`src/rtl/mul_issue_seq.sv`:
```
// Issue/collect sequencer wrapped around the RV32M multiplier: registers operands and
// mulCode, waits SETTLE cycles for the combinational multiplier, then hands the result to writeback.
`ifndef MULC
`define MULC    2'b00
`endif
`ifndef MULHC
`define MULHC   2'b01
`endif
`ifndef MULHSUC
`define MULHSUC 2'b10
`endif
`ifndef MULHUC
`define MULHUC  2'b11
`endif

module mul_issue_seq #(
    parameter int dataW  = 32,
    parameter int SETTLE = 1,
    parameter int tagW   = 5
) (
    input  logic             clk,
    input  logic             nReset,
    input  logic             in_valid,
    output logic             in_ready,
    input  logic [2:0]       in_funct3,
    input  logic [dataW-1:0] in_rs1,
    input  logic [dataW-1:0] in_rs2,
    input  logic [tagW-1:0]  in_rd,
    output logic [dataW-1:0] mul_M,
    output logic [dataW-1:0] mul_Q,
    output logic [dataW-1:0] mul_UM,
    output logic [dataW-1:0] mul_UQ,
    output logic [1:0]       mul_code,
    input  logic [dataW-1:0] mul_out,
    output logic             out_valid,
    input  logic             out_ready,
    output logic [dataW-1:0] out_data,
    output logic [tagW-1:0]  out_rd,
    output logic             out_wen,
    output logic             out_illegal
);

    localparam logic [1:0] IDLE        = 2'd0;
    localparam logic [1:0] SETTLE_WAIT = 2'd1;
    localparam logic [1:0] HOLD        = 2'd2;

    localparam logic [3:0] CNT_LOAD = 4'(SETTLE - 1);

    logic [1:0]       state_q, state_d;
    logic [3:0]       cnt_q, cnt_d;
    logic [dataW-1:0] m_q, m_d, q_q, q_d, data_q, data_d;
    logic [1:0]       code_q, code_d;
    logic [tagW-1:0]  rd_q, rd_d;
    logic             valid_q, valid_d, wen_q, wen_d, ill_q, ill_d;

    always_comb begin
        state_d = state_q;
        cnt_d   = cnt_q;
        m_d     = m_q;
        q_d     = q_q;
        code_d  = code_q;
        rd_d    = rd_q;
        data_d  = data_q;
        valid_d = valid_q;
        wen_d   = wen_q;
        ill_d   = ill_q;
        case (state_q)
            IDLE: begin
                if (in_valid) begin
                    rd_d = in_rd;
                    if (in_funct3[2]) begin
                        // Divide/remainder landed here: report it without touching the multiplier.
                        data_d  = '0;
                        ill_d   = 1'b1;
                        wen_d   = 1'b0;
                        valid_d = 1'b1;
                        state_d = HOLD;
                    end else begin
                        m_d = in_rs1;
                        q_d = in_rs2;
                        case (in_funct3[1:0])
                            2'b00:   code_d = `MULC;
                            2'b01:   code_d = `MULHC;
                            2'b10:   code_d = `MULHSUC;
                            default: code_d = `MULHUC;
                        endcase
                        cnt_d   = CNT_LOAD;
                        state_d = SETTLE_WAIT;
                    end
                end
            end
            SETTLE_WAIT: begin
                if (cnt_q == 4'd0) begin
                    data_d  = mul_out;
                    valid_d = 1'b1;
                    ill_d   = 1'b0;
                    wen_d   = (rd_q != '0);
                    state_d = HOLD;
                end else begin
                    cnt_d = cnt_q - 4'd1;
                end
            end
            HOLD: begin
                if (out_ready) begin
                    valid_d = 1'b0;
                    wen_d   = 1'b0;
                    ill_d   = 1'b0;
                    state_d = IDLE;
                end
            end
            default: state_d = IDLE;
        endcase
    end

    always_ff @(posedge clk or negedge nReset) begin
        if (!nReset) begin
            state_q <= IDLE;
            cnt_q   <= '0;
            m_q     <= '0;
            q_q     <= '0;
            code_q  <= '0;
            rd_q    <= '0;
            data_q  <= '0;
            valid_q <= 1'b0;
            wen_q   <= 1'b0;
            ill_q   <= 1'b0;
        end else begin
            state_q <= state_d;
            cnt_q   <= cnt_d;
            m_q     <= m_d;
            q_q     <= q_d;
            code_q  <= code_d;
            rd_q    <= rd_d;
            data_q  <= data_d;
            valid_q <= valid_d;
            wen_q   <= wen_d;
            ill_q   <= ill_d;
        end
    end

    // Held low while reset is asserted so execute never sees a ready during reset.
    assign in_ready    = nReset && (state_q == IDLE);
    assign mul_M       = m_q;
    assign mul_UM      = m_q;
    assign mul_Q       = q_q;
    assign mul_UQ      = q_q;
    assign mul_code    = code_q;
    assign out_valid   = valid_q;
    assign out_data    = data_q;
    assign out_rd      = rd_q;
    assign out_wen     = wen_q;
    assign out_illegal = ill_q;

endmodule

```
`config.mk`:
```
export PLATFORM = sky130hd
export DESIGN_NAME = mul_issue_seq
export DESIGN_NICKNAME = d
export VERILOG_FILES = /design/src/rtl/mul_issue_seq.sv
export SDC_FILE = /design/constraint.sdc
export NUM_CORES = 1
export LEC_CHECK = 0
export CAP_MARGIN = 20
export CORE_AREA = 3 3 122 124
export DETAILED_ROUTE_END_ITERATION = 16
export DIE_AREA = 0 0 125 127
export PLACE_DENSITY = 0.78
export SYNTH_ARGS = -nofsm -noshare
export SYNTH_HDL_FRONTEND = slang
export SYNTH_SLANG_ARGS = --single-unit
```
`constraint.sdc`:
```
create_clock -name clk -period 2.3 [get_ports clk]
set_clock_uncertainty 0.15 [all_clocks]
set_input_delay 0.575 -clock clk [delete_from_list [all_inputs] [get_ports clk]]
set_output_delay 0.575 -clock clk [all_outputs]
set_load 0.005 [all_outputs]
```
==> impl_results.md <==
- Final wirelength: 13.4 mm
- Slew Limit Fails: 0
- Critical Path End Type: primary output
- Remaining DRCs: 0
- CP startpoint kind: flip-flop
- RSZ-0062 raised after global routing: false
- Initial DRC Count: 91
- Post-synth EDFFs: 0
- FMAX: 0.470 GHz
- Seq/Total Area, Yosys: between 50% and 60%
- Crit path arrival time: 1.40 ns
- Worst-margin pin slew: between 0.5 and 0.6 ns
- Register bit count reported by yosys: 112
- Largest net degree at the start of global routing: between 100 and 150
- Clk_lat worst skew: roughly 0.34 ns
- Routability cong.: 0.791
- Worst Path Required: ~1.6 ns
- Initial antenna violation count: 0
- Wire per inst: 17.9 µm
- Post-route minimum period: 2.13 ns
- Synth area leaders: dfrtp_1 58%, mux2_2 16%, buf_4 9.9%
- Async SR Flop Fraction: 100%
- TritonCTS buffer count: 9
- YS warnings: 0
- Post-layout util: a little under three fifths
- Area growth, synth to finish: 58.7%
- I/O Pins: approximately 280
- Hold/Removal Path Class: input port to asynchronous set/reset pin
- CTS sink cnt: ~110
- Port Buffer Count: ~280
- Post-Syn Nets: around 460
- Clock Path Buffers: 2
- Post-synth cell types: 33
- Vias per inst: 4.73
- Num rows: 43
- Grt total ovfl: 0
- CTS clock-pin slew for the worst setup and hold paths: 0.07 ns
- Final Cycle Share: 92.5%
- Diode count: 0
- Placed instance area: roughly 7400 µm²
- Setup_tns: 0 ns
- Area share of the largest cell type after synthesis: between 50% and 60%
- Global-route wire length before repair: between 20 and 25 mm
- Die height: between 100 and 150 µm
- Initial core utilization: roughly a third
- All-Layer GR Usage: roughly 16%
- Post-synthesis cell count: between 300 and 400
- Final ANT Viol Nets: 0
- CTS Root Cell: clkbuf_16
- Endpoints failing hold: 0
- Routed vias: ~3,500
- Slew HR: between 60% and 70%
- Worst vdd ir: about 0.57 mV
- Status: finished, final reports clean
- Placeable Area: around 14,000 µm²
- Synth Flop Type: dfrtp_1
- Final Cell Area: just under 8000 µm²
- Post-route insts no fill: approximately 750
- DIE WIDTH: roughly 130 µm
- H-tree levels: 3
- Detailed Routing Iterations Pass 1: 4
- Share of cells above drive strength 1: between 10% and 20%
- PwrDens: 1350 nW/µm²
- Synth area leader: dfrtp_1
- HPWL Detailed: ~10 mm
- Max-cap violations: 0
- Hold WS: 0.231 ns
- Die area: about 16,000 µm²
- Area of the mapped netlist: slightly below 5000 µm²
- Avg Synthesized Cell Area: ~14 µm²
- Leakage: 3.29 nW
- Number of global-route vias before repair: between 3,000 and 4,000
- Final Setup Violations: 0
- Placed cell count: 730
- Worst-path fanout max: 3
- Overall Power: around 10 mW
- Placement Setup Slack: around 0.018 ns
- CTS tree: yes
- Final WS setup: about 0.17 ns
- Nets: 677
- Worst Setup Path Type: flip-flop to primary output
[worst max-delay path, cell delays in order, from the launching register on]
cell and delay [ns]:
dfrtp_1 0.36, inv_1 0.08, ha_1 0.21, and2_1 0.15, dlygate4sd2_1 0.27
[synthesized netlist by cell type, types with 2 or more instances]
library cell and n:
a22o_1 33, buf_2 8, buf_4 64, buf_6 6, dfrtp_1 112, ha_1 6
inv_1 11, mux2_2 71, mux2i_1 4, nand2_1 2, nor2_1 2, nor2b_1 2
o21ai_0 2, o22ai_1 2, or4_1 2
[path summary, 6_finish.rpt]
path,start,slack (ns),to,depth (start not counted)
min in group clk,out_data[17],0.35,out_data[17],1
worst min register to register,out_data[17],0.35,out_data[17],1
worst max-delay path,state_q[0],0.17,in_ready,4
worst max register to register,cnt_q[0],0.26,out_illegal,5
max in group asynchronous,nReset,1.37,out_rd[3],2
worst min-delay path,nReset,0.23,mul_Q[0],2
[layer usage]
metal,up-vias,track usage [%],routed length (µm)
met4,0,5.87,278
li1,1591,-,-
met1,1768,18.7,5000
met5,-,0,0
met2,165,30.5,7290
met3,17,3.39,816
[flip-flops by register name, summed over array words and instances (netlist names)]
name,cells
mul_Q,32
cnt_q,4
out_rd,5
mul_code,2
out_valid,1
state_q,2
out_wen,1
mul_M,32
out_illegal,1
out_data,32
[kinds of logic (layout without fill, tap and decap cells)]
kind of cell | count (synthesis) | in the layout | synth area share (%)
buf+inv | 90 | 313 | 13.0
fa+ha+maj | 6 | 6 | 1.54
flops | 112 | 112 | 57.5
compound gates | 48 | 48 | 8.91
mux | 75 | 75 | 17.2
simple gates | 14 | 14 | 1.77
[where the power goes]
part,switching (mW),internal (mW),leakage [nW],total (mW)
combinational,1.64,3.55,1.74,5.18
sequential,0.667,2.87,1.39,3.53
clock,0.707,1.02,0.167,1.73
total,3.01,7.44,3.29,10.4
[cells in the final DEF, fill, tap and decap left out, drive strengths merged, types with 2 or more instances in the layout]
master	instances
or4	2
mux2	71
buf	9
clkbuf	11
a22o	33
inv	13
dfrtp	112
bufinv	2
nor2b	2
nor2	2
nand2	2
o21ai	2
o22ai	2
clkdlybuf4s50	276
ha	6
mux2i	4
[timing repair]
item | CTS | global route
gates resized for setup | 1 | 0
buffers inserted | 2 | 0
setup endpoints to repair | 1 | 0
hold buffers | 0 | 0
[area by class of cell]
class,count,area [µm²]
Fill cell,1102,6150
Inverter,11,41.3
Sequential cell,112,2800
Clock buffer,11,253
Timing Repair Buffer,286,2890
Tap cell,180,225
Multi-Input combinational cell,143,1440
Clock inverter,5,86.3
(Power assumes the default switching activity.)
